==> config.mk <==
export PLATFORM = sky130hd
export DESIGN_NAME = shift_ctrl_flat
export DESIGN_NICKNAME = d
export VERILOG_FILES = /design/src/rtl/shift_ctrl_if.sv /design/src/rtl/shift_ctrl.sv /design/src/flat_wrapper.sv
export SDC_FILE = /design/constraint.sdc
export NUM_CORES = 1
export LEC_CHECK = 0
export CAP_MARGIN = 30
export CORE_MARGIN = 1
export CORE_UTILIZATION = 46
export DETAILED_ROUTE_END_ITERATION = 10
export PLACE_DENSITY = 0.78
export RECOVER_POWER = 25
export REMOVE_ABC_BUFFERS = 1
export SETUP_SLACK_MARGIN = 0.1
export SYNTH_ARGS = -nofsm -noshare
export SYNTH_HDL_FRONTEND = slang
export SYNTH_SLANG_ARGS = --single-unit
==> constraint.sdc <==
create_clock -name clk -period 2.2 [get_ports clk]
set_input_delay 0.44 -clock clk [delete_from_list [all_inputs] [get_ports clk]]
set_output_delay 0.44 -clock clk [all_outputs]
set_load 0.05 [all_outputs]
==> src/rtl/shift_ctrl_if.sv <==
// Request/response bundle for shift_ctrl: one shift request in, one result word out.
// Valid/ready: a transfer happens on a rising edge where valid && ready; the source holds its payload stable from valid rising until that edge.
interface shift_ctrl_if #(
    parameter int WIDTH = 8,
    parameter int AMT_W = 3
);
    logic             req_valid;
    logic             req_ready;
    logic             req_dir;
    logic [1:0]       req_op;
    logic             req_fill;
    logic [WIDTH-1:0] req_data;
    logic [AMT_W-1:0] req_amt;
    logic             rsp_valid;
    logic             rsp_ready;
    logic [WIDTH-1:0] rsp_data;
    logic             busy;

    modport master (
        output req_valid, req_dir, req_op, req_fill, req_data, req_amt, rsp_ready,
        input  req_ready, rsp_valid, rsp_data, busy
    );

    modport slave (
        input  req_valid, req_dir, req_op, req_fill, req_data, req_amt, rsp_ready,
        output req_ready, rsp_valid, rsp_data, busy
    );
endinterface

==> src/rtl/shift_ctrl.sv <==
// Multi-cycle shift sequencer: one 1-bit shift per clock, result returned over valid/ready.
// Optional macro SHIFT_ROTATE_EN builds rotate for op 11; without it op 11 acts as logical shift.
module shift_ctrl #(
    parameter int WIDTH = 8,
    parameter int AMT_W = 3
) (
    input  logic        clk,
    input  logic        rst_n,
    shift_ctrl_if.slave bus,
    output logic [1:0]  o_dbg_state
);
    typedef enum logic [1:0] {
        S_IDLE  = 2'd0,
        S_SHIFT = 2'd1,
        S_DONE  = 2'd2
    } state_t;

    localparam logic [AMT_W-1:0] CNT_ONE = AMT_W'(1);

    state_t           r_state;
    logic [WIDTH-1:0] r_work;
    logic [AMT_W-1:0] r_cnt;
    logic             r_dir;
    logic [1:0]       r_op;
    logic             r_fill;
    logic             r_req_ready;
    logic             r_rsp_valid;
    logic             r_busy;

    logic             w_in_bit;
    logic [WIDTH-1:0] w_shifted;

    always_comb begin
        w_in_bit = 1'b0;
        case (r_op)
            2'b01:   w_in_bit = r_fill;
            2'b10:   w_in_bit = r_dir ? r_work[WIDTH-1] : 1'b0;
`ifdef SHIFT_ROTATE_EN
            2'b11:   w_in_bit = r_dir ? r_work[0] : r_work[WIDTH-1];
`endif
            default: w_in_bit = 1'b0;
        endcase
        w_shifted = r_dir ? {w_in_bit, r_work[WIDTH-1:1]}
                          : {r_work[WIDTH-2:0], w_in_bit};
    end

    // Handshake flags are registered alongside the state so they never depend on req_valid/rsp_ready.
    always_ff @(posedge clk or negedge rst_n) begin
        if (!rst_n) begin
            r_state     <= S_IDLE;
            r_work      <= '0;
            r_cnt       <= '0;
            r_dir       <= 1'b0;
            r_op        <= 2'b00;
            r_fill      <= 1'b0;
            r_req_ready <= 1'b1;
            r_rsp_valid <= 1'b0;
            r_busy      <= 1'b0;
        end else begin
            case (r_state)
                S_IDLE: begin
                    if (bus.req_valid && r_req_ready) begin
                        r_work      <= bus.req_data;
                        r_dir       <= bus.req_dir;
                        r_op        <= bus.req_op;
                        r_fill      <= bus.req_fill;
                        r_cnt       <= bus.req_amt;
                        r_req_ready <= 1'b0;
                        r_busy      <= 1'b1;
                        if (bus.req_amt != '0) begin
                            r_state <= S_SHIFT;
                        end else begin
                            r_state     <= S_DONE;
                            r_rsp_valid <= 1'b1;
                        end
                    end
                end
                S_SHIFT: begin
                    r_work <= w_shifted;
                    r_cnt  <= r_cnt - CNT_ONE;
                    if (r_cnt == CNT_ONE) begin
                        r_state     <= S_DONE;
                        r_rsp_valid <= 1'b1;
                    end
                end
                S_DONE: begin
                    if (bus.rsp_ready) begin
                        r_state     <= S_IDLE;
                        r_rsp_valid <= 1'b0;
                        r_busy      <= 1'b0;
                        r_req_ready <= 1'b1;
                    end
                end
                default: begin
                    r_state     <= S_IDLE;
                    r_rsp_valid <= 1'b0;
                    r_busy      <= 1'b0;
                    r_req_ready <= 1'b1;
                end
            endcase
        end
    end

    assign bus.req_ready = r_req_ready;
    assign bus.rsp_valid = r_rsp_valid;
    assign bus.rsp_data  = r_work;
    assign bus.busy      = r_busy;
    assign o_dbg_state   = r_state;
endmodule

==> src/flat_wrapper.sv <==
// flat-port wrapper written by rule: the top's interface ports become plain ports
module shift_ctrl_flat 
#(
    parameter int WIDTH = 8,
    parameter int AMT_W = 3
)
  (clk, rst_n, o_dbg_state, bus_req_valid, bus_req_dir, bus_req_op, bus_req_fill, bus_req_data, bus_req_amt, bus_rsp_ready, bus_req_ready, bus_rsp_valid, bus_rsp_data, bus_busy);
  shift_ctrl_if #(.WIDTH(WIDTH), .AMT_W(AMT_W)) bus_i ();
  input  logic clk;
  input  logic rst_n;
  output logic [1:0] o_dbg_state;
  input wire logic [$bits(bus_i.req_valid)-1:0] bus_req_valid;
  input wire logic [$bits(bus_i.req_dir)-1:0] bus_req_dir;
  input wire logic [$bits(bus_i.req_op)-1:0] bus_req_op;
  input wire logic [$bits(bus_i.req_fill)-1:0] bus_req_fill;
  input wire logic [$bits(bus_i.req_data)-1:0] bus_req_data;
  input wire logic [$bits(bus_i.req_amt)-1:0] bus_req_amt;
  input wire logic [$bits(bus_i.rsp_ready)-1:0] bus_rsp_ready;
  output wire logic [$bits(bus_i.req_ready)-1:0] bus_req_ready;
  output wire logic [$bits(bus_i.rsp_valid)-1:0] bus_rsp_valid;
  output wire logic [$bits(bus_i.rsp_data)-1:0] bus_rsp_data;
  output wire logic [$bits(bus_i.busy)-1:0] bus_busy;
  assign bus_i.req_valid = bus_req_valid;
  assign bus_i.req_dir = bus_req_dir;
  assign bus_i.req_op = bus_req_op;
  assign bus_i.req_fill = bus_req_fill;
  assign bus_i.req_data = bus_req_data;
  assign bus_i.req_amt = bus_req_amt;
  assign bus_i.rsp_ready = bus_rsp_ready;
  assign bus_req_ready = bus_i.req_ready;
  assign bus_rsp_valid = bus_i.rsp_valid;
  assign bus_rsp_data = bus_i.rsp_data;
  assign bus_busy = bus_i.busy;
  shift_ctrl #(.WIDTH(WIDTH), .AMT_W(AMT_W)) u_core (.clk(clk), .rst_n(rst_n), .bus(bus_i), .o_dbg_state(o_dbg_state));
endmodule
---- After elaboration in Yosys (flattened, before gate mapping) ----
Cells that the tools add are included.
storage, ports and cells
  bits in registers ....................... 20
  logic and storage cells ................. 51
  input port bits ......................... 19
cells by class
  reductions and logical operators ........ 9
  bitwise gates (word level) .............. 1
  muxes and demuxes ....................... 22
  add/subtract/negate cells ............... 1
  equality and inequality tests ........... 9
operator list
  operator                                                                 count
  8-bit two-way mux                                                        2
  8-bit case mux with 2 select lines                                       1
  1-bit case mux with 3 select lines                                       3
  1-bit two-way mux                                                        8
  2-bit two-way mux                                                        4
  2-bit case mux with 3 select lines                                       1
  3-bit case mux with 2 select lines                                       1
  3-bit AND reduction                                                      2
  2-bit by 1-bit == test with 1-bit output, second input constant          2
  2-bit == test, second input constant                                     2
  2-bit by 1-bit inequality test with 1-bit output, second input constant  2
  2-bit inequality test, second input constant                             2
  2-bit AND reduction                                                      2
  4-bit AND reduction                                                      1
  3-bit by 1-bit == test with 1-bit output, second input constant          1
  3-bit two-way mux                                                        1
  3-bit nonzero test                                                       1
  3-bit by 1-bit subtractor with 3-bit output, second input constant       1
  2-bit logical NOT                                                        1
  1-bit case mux with 2 select lines                                       1
  2-bit nonzero test                                                       1
  1-bit logical AND                                                        1
  1-bit inverter                                                           1

---- Longest topological paths before layout ----
  word-level depth ........................ 4
  mapped depth ............................ 6

---- Least setup slack after synthesis ----
Ideal clock, no wire load.
  path kind ............................... register to register
  start point ............................. register u_core.r_req_ready, in the netlist u_core.bus.req_ready
  end point ............................... register u_core.r_rsp_valid, in the netlist u_core.bus.rsp_valid
  clock period less this slack ............ 1.893 ns
  path buffers ............................ 1
  stages on the path, launching flop included .. 6
  library setup time ...................... 0.128 ns
  arrival ................................. 1.765 ns
  setup slack ............................. 0.307 ns
  cell sequence ........................... dfstp_2 -> nand2_1 -> or3_1 -> buf_6 -> o21bai_4 -> mux2_1
between the ends
  cells in the longest elaborated chain, start to end .. 3
ends and longest elaborated chain
  element                                                            RTL line          source
  start, declared                                                    shift_ctrl.sv:26  logic r_req_ready;
  start signal, assigned                                             shift_ctrl.sv:56  r_req_ready <= 1'b1;
  start signal, assigned                                             shift_ctrl.sv:68  r_req_ready <= 1'b0;
  start signal, assigned                                             shift_ctrl.sv:91  r_req_ready <= 1'b1;
  1-bit logical AND                                                  shift_ctrl.sv:62  if (bus.req_valid && r_req_ready) begin
  2-bit by 1-bit inequality test with 1-bit output (no source line)  -
  4-bit AND reduction (no source line)                               -
  end signal, assigned                                               shift_ctrl.sv:57  r_rsp_valid <= 1'b0;
  end signal, assigned                                               shift_ctrl.sv:74  r_rsp_valid <= 1'b1;
  end signal, assigned                                               shift_ctrl.sv:83  r_rsp_valid <= 1'b1;
  end, declared                                                      shift_ctrl.sv:27  logic r_rsp_valid;
No other way between the ends.
A chain may end at the register's enable or synchronous reset.

---- Final worst setup path ----
  start point ............................. register u_core.r_work[1], in the netlist u_core.bus.rsp_data[1]
  end point ............................... output port bus_rsp_data[1]
RTL lines
  element                 RTL line            source
  start, declared         shift_ctrl.sv:21    logic [WIDTH-1:0] r_work;
  start signal, assigned  shift_ctrl.sv:63    r_work <= bus.req_data;
  start signal, assigned  shift_ctrl.sv:79    r_work <= w_shifted;
  end, declared           flat_wrapper.sv:21  output wire logic [$bits(bus_i.rsp_data)-1:0] bus_rsp_data;
No word-level cell between the ends.

==> out/qor.yml <==
global_routing:
  grt_use_total_pct: 21.72
  grt-ovfl-total: 0
  busiest_layer: "met2"
  use_met1_pct: 26.64
  gr-usage-met3_pct: 1.818
  grt_pass1_vias: 980
  grt_max_degree: 20
  antenna_found_initial: 0
  use_met2_pct: 39.11
  grt_pass1_wl_um: 4229
sta:
  holdWs_ns: 0.4990
  finClkSkew_ns: 0.007810
  tns_ns: 0
  setup_viol: 0
  drv_slew: 0
  period_needed_ns: 1.986
  slew_headroom_pct: 53.61
  period_share_pct: 90.28
  hold_violations: 0
  max_clock_freq_ghz: 0.5035
  worst_pin_slew_ns: 0.6959
  rsz0062_at_grt: "no"
layout:
  area_growth_syn_to_layout_pct: 34.91
  diodes: 0
  fillCellCount: 202
  drive_gt1_share_pct: 8.442
  nNetsFinal: 178
  final_common_cell: "nand2_1"
  final_cell_mix: "nand2_1, clkdlybuf4s50_1, dfrtp_1, a31oi_1"
  final_area_um2: 1465
floorplanning:
  initial_core_util_pct: 49.10
  die_area_um2: 2559
  core-area_um2: 2212
  io_pins: 32
  rows: 17
  die_h_um: 50.59
  fp.dieW_um: 50.59
routing:
  drt_first_pass_iters: 4
  postRouteAntennaNets: 0
  viasPerCell: 5.319
  drc: 0
  drt-total-wl_um: 2408
  wire_per_inst_um: 13.23
  drtIter0Drc: 2
  routed-via-count: 968
clock_tree:
  h-tree-depth: 1
  insertion_delay_ns: 0.30
  cts_buffers: 3
  cts_root_buf: "clkbuf_4"
  cts_tree: "built"
  clkTransAtPathRegs_ns: 0.12
  clockBufferDepth: 2
  cts.sinks: 20
logic_synthesis:
  ys_seq_area_share_pct: 46.20
  netlist_area_um2: 1086
  syn_inst: 119
  netlist-cell-type-count: 29
  synth_area_per_cell_um2: 9.126
  ys_seq_elements: 20
  yosys_warnings: 0
run:
  drv_cap: 0
worst_setup_path:
  cp_data_required_time_ns: 1.76
  path_cells: "clkdlybuf4s50_1"
  critical_path_class: "flip-flop to output pin"
  critical-path-top-delay-family: "buffers and inverters"
  crit_arrival_ns: 1.55
  setup.worst_path.end_class: "output pin"
  crit_fanout: 4
  cpPeakStageDelay_ns: 0.82
  crit_slowest_cell: "clkdlybuf4s50_1"
  critPathBufInv: 1
  start_kind: "flip-flop"
run_status:
  status: "complete, no violations"
hold_path:
  min_path_type: "input port to async pin"
placement:
  dp_hpwl_um: 1774
  portBuffers: 31
  placed_cell_area_um2: 1435
  gpl.final_weighted_congestion: 0.7421
power:
  peakVddDrop_v: 0.0009010
  p_leak_nw: 0.6345
  p_per_area_nw_per_um2: 1602
-- final timing paths --
| path | from | endpoint | slack (ns) | depth (start not counted) |
|---|---|---|---|---|
| max in group asynchronous | rst_n | u_core.bus.rsp_data[7] | 0.75 | 2 |
| min reg2reg | u_core.r_fill | u_core.r_fill | 0.51 | 2 |
| min | rst_n | u_core.r_op[0] | 0.50 | 1 |
| min in group clk | u_core.r_fill | u_core.r_fill | 0.51 | 2 |
| max reg2reg | u_core.o_dbg_state[0] | u_core.bus.rsp_valid | 0.58 | 4 |
| max | u_core.bus.rsp_data[1] | bus_rsp_data[1] | 0.21 | 1 |
-- report_power, final --
group | switching (mW) | total, mW | internal [mW] | leakage [nW]
sequential | 0.196 | 0.761 | 0.565 | 0.239
clock | 0.114 | 0.215 | 0.101 | 0.0210
combinational | 0.837 | 1.37 | 0.534 | 0.375
-- stage by stage --
step	cells	util [%]	setup WS, ns	total power, mW
after CTS	182	66.40	0.1992	2.368
after global routing	182	66.23	0.1625	2.512
after detailed placement	178	64.88	0.1966	2.158
after global placement	178	64.88	0.2368	2.110
after floorplan	113	-	0.1912	1.677
final	182	66.23	0.2137	2.347
-- synthesized netlist by cell type --
| master | instances | area, µm² |
|---|---|---|
| o21bai_4 | 1 | 18.77 |
| o21ai_0 | 2 | 10.01 |
| clkinv_1 | 1 | 3.750 |
| nor3_2 | 1 | 10.01 |
| nor3_1 | 2 | 10.01 |
| a21oi_1 | 5 | 25.02 |
| or3_1 | 2 | 12.51 |
| mux2i_1 | 2 | 20.02 |
| o2bb2ai_1 | 1 | 8.760 |
| nand2_2 | 1 | 6.260 |
| nand2_1 | 29 | 108.9 |
| mux2_1 | 1 | 11.26 |
| buf_2 | 3 | 15.01 |
| nor2_1 | 4 | 15.01 |
| nand2b_1 | 2 | 12.51 |
| inv_1 | 5 | 18.77 |
| o22a_1 | 1 | 8.760 |
| a31oi_1 | 8 | 50.05 |
| a22oi_1 | 1 | 7.510 |
| nand3_1 | 3 | 15.01 |
| ha_1 | 4 | 50.05 |
| dfrtp_1 | 19 | 475.5 |
| buf_6 | 2 | 22.52 |
| clkbuf_1 | 1 | 3.750 |
| a211oi_1 | 7 | 52.55 |
| o211ai_1 | 2 | 15.01 |
| dfstp_2 | 1 | 26.28 |
| nor2b_1 | 7 | 43.79 |
| xnor2_1 | 1 | 8.760 |
-- worst reg2reg max path, cell delays in order (launching register included) --
cell and delay, ns:
dfrtp_1 0.40, buf_4 0.17, or3_1 0.43, o21bai_4 0.17, mux2_1 0.33
-- final cells by class --
cell class	count	area [µm²]	share of cell area, %
Multi-Input combinational cell	87	520.5	35.53
Sequential cell	20	501.7	34.24
Timing Repair Buffer	37	349.1	23.83
Clock buffer	4	36.28	2.477
Tap cell	28	35.03	2.391
Inverter	6	22.52	1.537
-- state kept, by name, indices dropped and copies added, names as in the netlist --
| register | count |
|---|---|
| u_core.bus.rsp_data | 8 |
| u_core.r_cnt | 3 |
| u_core.o_dbg_state | 2 |
| u_core.r_op | 2 |
| u_core.bus.busy | 1 |
| u_core.bus.req_ready | 1 |
| u_core.bus.rsp_valid | 1 |
| u_core.r_dir | 1 |
| u_core.r_fill | 1 |
-- what timing repair did --
item                       CTS  global route
buffers inserted             0             0
resized for setup            2             0
hold buffers                 0             0
setup endpoints to repair    2             0
-- cells by family after synthesis --
family / count (synthesis) / share of synthesized area, %
flip-flops: 20 / 46.20
AND/OR/NAND/NOR: 51 / 21.54
XOR/XNOR: 1 / 0.8066
AO/OA/AOI/OAI: 28 / 18.09
multiplexers: 3 / 2.880
adder cells (fa/ha/maj): 4 / 4.608
buffers and inverters: 12 / 5.875
-- layer usage --
layer / wire length, µm / part of all wire (%) / up-vias
met5: 0 / 0 / -
met4: 12 / 0.50 / 0
met3: 88 / 3.7 / 2
met2: 1215 / 50 / 20
met1: 1092 / 45 / 467
li1: - / - / 479
Power figures use the tool's default switching activity.
